## src/rtl/dual_xor_cfg_deserializer.sv

```systemverilog
// Receive end of the dual-XOR cipher config chain: serial LSB-first frame in,
// length-checked atomic commit to the active register. Optional macro: CFG_READBACK_EN.
module dual_xor_cfg_deserializer #(
  parameter int M = 32
) (
  input  logic                        clk,
  input  logic                        rst,
  input  logic                        cfg_en,
  input  logic                        cfg_i,
  output logic                        cfg_o,
  output logic                        mux_ext_a,
  output logic                        mux_en_d,
  output logic [M-1:0]                tx_lfsr_taps,
  output logic [M-1:0]                tx_lfsr_state,
  output logic [M-1:0]                rx_lfsr_taps,
  output logic [M-1:0]                rx_lfsr_state,
  output logic                        cfg_load,
  output logic                        cfg_valid,
  output logic                        cfg_err,
  output logic                        dbg_state,
  output logic [$clog2(4*M+4)-1:0]    dbg_bit_cnt
);

  localparam int CFG_W = 4*M+2;
  localparam int CNT_W = $clog2(CFG_W+2);
  localparam logic [CNT_W-1:0] CNT_FULL = CNT_W'(CFG_W);
  localparam logic [CNT_W-1:0] CNT_OVR  = CNT_W'(CFG_W+1);

  typedef enum logic {IDLE = 1'b0, SHIFT = 1'b1} state_t;

  state_t             state_q, state_d;
  logic [CFG_W-1:0]   shadow_q, shadow_d;
  logic [CFG_W-1:0]   active_q, active_d;
  logic [CNT_W-1:0]   bit_cnt_q, bit_cnt_d;
  logic               load_q, load_d;
  logic               valid_q, valid_d;
  logic               err_q, err_d;

  always_ff @(posedge clk or posedge rst) begin
    if (rst) begin
      state_q   <= IDLE;
      shadow_q  <= '0;
      active_q  <= '0;
      bit_cnt_q <= '0;
      load_q    <= 1'b0;
      valid_q   <= 1'b0;
      err_q     <= 1'b0;
    end else begin
      state_q   <= state_d;
      shadow_q  <= shadow_d;
      active_q  <= active_d;
      bit_cnt_q <= bit_cnt_d;
      load_q    <= load_d;
      valid_q   <= valid_d;
      err_q     <= err_d;
    end
  end

  always_comb begin
    state_d   = state_q;
    shadow_d  = shadow_q;
    active_d  = active_q;
    bit_cnt_d = bit_cnt_q;
    load_d    = 1'b0;
    valid_d   = valid_q;
    err_d     = err_q;
    unique case (state_q)
      IDLE: begin
        if (cfg_en) begin
          shadow_d  = {cfg_i, shadow_q[CFG_W-1:1]};
          bit_cnt_d = CNT_W'(1);
          state_d   = SHIFT;
        end else begin
`ifdef CFG_READBACK_EN
          // Preload so the next frame pushes the live config out on cfg_o.
          shadow_d = active_q;
`endif
        end
      end
      SHIFT: begin
        if (cfg_en) begin
          shadow_d  = {cfg_i, shadow_q[CFG_W-1:1]};
          // Saturate at the overrun marker so long frames never wrap to CFG_W.
          bit_cnt_d = (bit_cnt_q == CNT_OVR) ? CNT_OVR : bit_cnt_q + CNT_W'(1);
        end else begin
          state_d   = IDLE;
          bit_cnt_d = '0;
          if (bit_cnt_q == CNT_FULL) begin
            active_d = shadow_q;
            load_d   = 1'b1;
            valid_d  = 1'b1;
            err_d    = 1'b0;
          end else begin
            err_d    = 1'b1;
          end
        end
      end
      default: state_d = IDLE;
    endcase
  end

  assign cfg_o         = shadow_q[0];
  assign mux_ext_a     = active_q[4*M+1];
  assign mux_en_d      = active_q[4*M];
  assign tx_lfsr_taps  = active_q[4*M-1:3*M];
  assign tx_lfsr_state = active_q[3*M-1:2*M];
  assign rx_lfsr_taps  = active_q[2*M-1:M];
  assign rx_lfsr_state = active_q[M-1:0];
  assign cfg_load      = load_q;
  assign cfg_valid     = valid_q;
  assign cfg_err       = err_q;
  assign dbg_state     = (state_q == SHIFT);
  assign dbg_bit_cnt   = bit_cnt_q;

endmodule

```

## config.mk

```make
export PLATFORM = sky130hd
export DESIGN_NAME = dual_xor_cfg_deserializer
export DESIGN_NICKNAME = d
export VERILOG_FILES = /design/src/rtl/dual_xor_cfg_deserializer.sv
export SDC_FILE = /design/constraint.sdc
export NUM_CORES = 1
export LEC_CHECK = 0
export CAP_MARGIN = 20
export CORE_MARGIN = 4
export CORE_UTILIZATION = 49
export DETAILED_ROUTE_END_ITERATION = 7
export PLACE_DENSITY = 0.86
export SYNTH_ARGS = -nofsm -noshare
export SYNTH_HDL_FRONTEND = slang
export SYNTH_SLANG_ARGS = --single-unit
```

## constraint.sdc

```tcl
create_clock -name clk -period 9.5 [get_ports clk]
set_input_delay 1.425 -clock clk [delete_from_list [all_inputs] [get_ports clk]]
set_output_delay 1.425 -clock clk [all_outputs]
set_load 0.02 [all_outputs]
```

-- After elaboration in Yosys (flattened, before gate mapping)
Cells that the tools add are included.
- equality and inequality tests: 3
- multiplexer cells: 10
- reduce and logical (&&, ||, !) cells: 2
- $add $sub $neg: 1
- bitwise operators: 2
- operators with widths (operator ; count):
    $mux 130 ; 1
    $mux 8 ; 3
    $eq 8x8->1 const B ; 2
    $pmux 8 s2 ; 1
    $add 8x1->8 const B ; 1
    $mux 1 ; 5
    $reduce_and 3->1 ; 1
    $ne 2x2->1 const B ; 1
    $not 1->1 ; 2
    $reduce_and 2->1 ; 1
- word-level logic and storage cells: 25
- register bits: 272

-- Logic depth before layout (Yosys ltp)
- word-level depth: 4
- depth in mapped cells: 7
- gate-level depth less buffers: 5

-- Worst setup path after synthesis
Ideal clock, no wire load.
- kind: in2reg
- from: input cfg_en
- to: register shadow_q[10]
- path buffers: 3
- required time: 9.375 ns
- path slack: 6.697 ns
- cell stages on the path: 4
- data arrival time: 2.678 ns
- path through: clkbuf_1 -> clkbuf_1 -> clkbuf_1 -> mux2_2
- RTL lines (element ; RTL line ; source):
    from (decl) ; 8 ; input logic cfg_en,
    to (signal assigned) ; 50 ; shadow_q <= shadow_d;
    to (decl) ; 32 ; logic [CFG_W-1:0] shadow_q, shadow_d;
No word-level cell between the ends.

-- Final worst setup path
- from: input cfg_en
- to: register bit_cnt_q[7], in the netlist dbg_bit_cnt[7]
- word-level cells in the longest chain between the ends: 2
- RTL lines (element ; RTL line ; source):
    $mux 8 ; 81 ; if (cfg_en) begin
    $pmux 8 s2 ; 67 ; unique case (state_q)
    to (signal assigned) ; 52 ; bit_cnt_q <= bit_cnt_d;
    to (decl) ; 34 ; logic [CNT_W-1:0] bit_cnt_q, bit_cnt_d;
Parallel ways exist; a longest one is shown, timed or not.
A chain may end at the register's enable or synchronous reset.

==> summary.md <==
| Metric | Value |
|---|---|
| Status | `completed` |
| Startpoint Class | `input pin` |
| Peak supply drop | `0.0001283 V` |
| Post-route minimum period | `about 3.3 ns` |
| DR vias/cell | `5.277` |
| Hold Path Depth | `1` |
| CTS max path bufs | `3` |
| CP Data Required Time | `9.93 ns` |
| Power per cell area | `189.4 nW/um^2` |
| R2R Path End | `active_q[119]$_DFFE_PP0P_` |
| Clock Tree Root | `clkbuf_16` |
| Syn avg cell area | `16.51 um^2` |
| Post-CTS Setup Bufs | `0` |
| Cell taking the most area after synthesis | `dfrtp_1` |
| Starting Density | `50.27%` |
| Fraction of layout cells with a size suffix above 1 | `30.03%` |
| Core Region | `20360 um^2` |
| Wire per inst | `approximately 17 um` |
| First-pass GRT wire length | `31.02 mm` |
| Critical Setup Path Class | `input pin to flip-flop` |
| #FFs+latches synth | `roughly 270` |
| Slew Limit Headroom | `37.20%` |
| CP delay by family, top | `buffers and inverters` |
| Post-synth top cells | `272 x dfrtp_1, 182 x mux2_2, 78 x mux2_1` |
| GPL Wtd Cong | `0.7586` |
| Max-Cap Viols | `0` |
| Antenna Cells | `0` |
| CTS Buf Count | `26` |
| Clk_lat worst skew | `roughly 0.51 ns` |
| Fillers | `approximately 1500` |
| Die Ht | `152.5 um` |
| Worst Path Arrival | `between 3 and 4 ns` |
| Slowest-stage cell, CP | `buf_4` |
| Area grow syn2layout | `25.57%` |
| Hold EP | `cfg_valid$_DFFE_PP0P_` |
| CP Capture Type | `flip-flop` |
| Global route overflow | `0` |
| Slew Limit Fails | `0` |
| Die X | `152.5 um` |
| Endpoints failing setup | `0` |
| Share of Yosys cell area claimed by the top area cell type | `66.49%` |
| Worst slew pin tran | `0.9420 ns` |
| Fin crit share | `34.47%` |
| Cts hold-fix bufs | `0` |
| Crit-path max cell delay | `0.81 ns` |
| Hold Fails Final Rpt | `0` |
| Reg2Reg Setup Slack | `6.89 ns` |
| Number of synthesized flops with an enable pin | `0` |
| Die area | `~23000 um^2` |
| Rows | `52` |
| Final TNS setup | `0 ns` |
| Cell Chain, Critical Path | `buf_6 -> buf_4 -> nand2_1 -> or4_1 -> o211ai_1` |
| Worst path bufs/invs | `2` |
| RSZ-0062 raised after global routing | `false` |
| Pre-antenna DRT Iters | `4` |
| Final wirelength | `18.36 mm` |
| Via count | `5572` |
| Syn Nets | `626` |
| Placed Instance Area | `11920 um^2` |
| Cell leakage power | `6.322 nW` |
| Dpl hpwl | `11.17 mm` |
| Final instance area | `12850 um^2` |
| Total track usage | `15.78%` |
| F_max | `305.4 MHz` |
| Synth area leaders | `dfrtp_1 66%, mux2_2 20%, mux2_1 8.6%, clkbuf_1 0.70%, buf_4 0.66%` |
| Hold wc startpoint | `cfg_valid$_DFFE_PP0P_` |
| DRT antenna net count | `0` |
| Cts repair resizes | `0` |
| Pin count of the biggest net entering global routing | `around 120` |
| Reg2reg path depth | `4` |
| Most frequent cell after synthesis | `dfrtp_1` |
| Initial DRC Count | `232` |
| Cell Area, Synth | `10240 um^2` |
| Clk slew on worst S/H paths | `~0.060 ns` |
| Yosys cell types | `29` |
| Post-synth ARST share | `100.0%` |
| Port buffer count | `146` |
| Number of global-route vias before repair | `5911` |
| DRC viols | `0` |
| Initial antenna violation count | `0` |
| Most used DFF post-synth | `dfrtp_1` |
| TritonCTS Sinks | `~270` |
| Nets | `773` |
| Seq/Total Area, Yosys | `between 60 and 70%` |
| Worst hold path type | `flip-flop to flip-flop` |
| CTS tree | `done` |
| Htree depth | `1` |
| Ports | `~150` |
| Critical R2R Launch | `dbg_bit_cnt[4]$_DFFE_PP0P_` |
| Worst Skew | `0.008655 ns` |
| Crit-path max FO | `75` |
| Yosys Warn Count | `0` |
| Post-Synthesis Cells | `between 600 and 700` |
[cells by family (layout without fill, tap and decap cells)]
family	count (synthesis)	after routing	synth area share, %
flip-flops	272	272	66.49
multiplexers	261	261	28.70
buffers and inverters	38	204	1.784
AND/OR/NAND/NOR	37	37	2.114
AO/OA/AOI/OAI	10	10	0.6722
adder cells (fa/ha/maj)	2	2	0.2444
[through the flow]
step	hold slack [ns]	worst slack, ns	total power, W	cells	util, %
2_1_floorplan	0.4771	0.5796	0.001353	620	-
3_3_place_gp	0.4593	5.815	0.001383	1008	58.53
3_5_place_dp	0.4630	5.744	0.001389	1008	58.53
4_1_cts	0.4770	6.250	0.002458	1055	62.99
5_1_grt	0.4934	6.085	0.002532	1056	63.12
6_report	0.4746	6.226	0.002434	1056	63.12
[power breakdown]
group	internal [W]	switching [W]
clock network	0.000653	0.000414
logic	0.0000576	0.0000533
registers	0.00121	0.0000422
[placed cells by master, fill, tap and decap left out]
cell	n
or4_1	3
mux2_2	182
buf_16	1
nand4bb_1	1
or3_1	3
a21oi_1	1
nor2b_1	1
clkinv_2	7
nand4_1	2
nor3_1	1
inv_8	1
o211ai_1	4
and2_0	1
nand2b_1	2
clkbuf_16	27
buf_4	5
bufinv_16	3
mux2_1	78
nor2_1	3
clkdlybuf4s50_1	145
mux2i_1	1
nor4_4	1
or2_2	1
ha_1	2
inv_1	4
o21ai_0	2
nand3b_1	1
nand3_1	9
clkbuf_1	3
o2bb2ai_1	1
buf_6	1
clkbuf_8	7
nand2_1	8
a31oi_1	1
a22o_1	1
dfrtp_1	272
[state kept, by name, indices dropped and copies added (netlist names)]
| register | cells |
|---|---|
| active_q | 130 |
| shadow_q | 130 |
| dbg_bit_cnt | 8 |
| cfg_err | 1 |
| cfg_load | 1 |
| cfg_valid | 1 |
| dbg_state | 1 |
[worst reg2reg max path, cell delays in order, from the launching register on]
cell,delay (ns)
dfrtp_1,0.47
or3_1,0.49
nor4_4,0.31
buf_4,0.74
mux2_1,0.48
[layer usage]
layer / wire length, um / GRT usage (%) / share of wire (%)
met3: 878 / 3.181 / 4.8
met1: 8267 / 21.94 / 45
met5: 0 / 0 / 0
met2: 8915 / 25.95 / 49
met4: 301 / 3.861 / 1.6
[worst max-delay path by stage]
stage	slack (ns)	end	depth (start not counted)	start
after floorplan	0.58	active_q[0]$_DFFE_PP0P_	1	rst
after global placement	5.82	dbg_bit_cnt[7]$_DFFE_PP0P_	5	cfg_en
after global routing	6.09	dbg_bit_cnt[6]$_DFFE_PP0P_	5	cfg_en
final	6.23	dbg_bit_cnt[7]$_DFFE_PP0P_	5	cfg_en
after detailed placement	5.74	dbg_bit_cnt[7]$_DFFE_PP0P_	5	cfg_en
after CTS	6.25	dbg_bit_cnt[7]$_DFFE_PP0P_	5	cfg_en
[area by class of cell]
class | instances | area (um^2) | share of cell area (%)
Multi-Input combinational cell | 310 | 3248 | 25.27
Sequential cell | 272 | 6807 | 52.95
Tap cell | 270 | 337.8 | 2.628
Clock inverter | 10 | 125.1 | 0.9733
Timing Repair Buffer | 152 | 1528 | 11.88
Inverter | 5 | 26.28 | 0.2044
Clock buffer | 37 | 783.3 | 6.093
(Power assumes the default switching activity.)
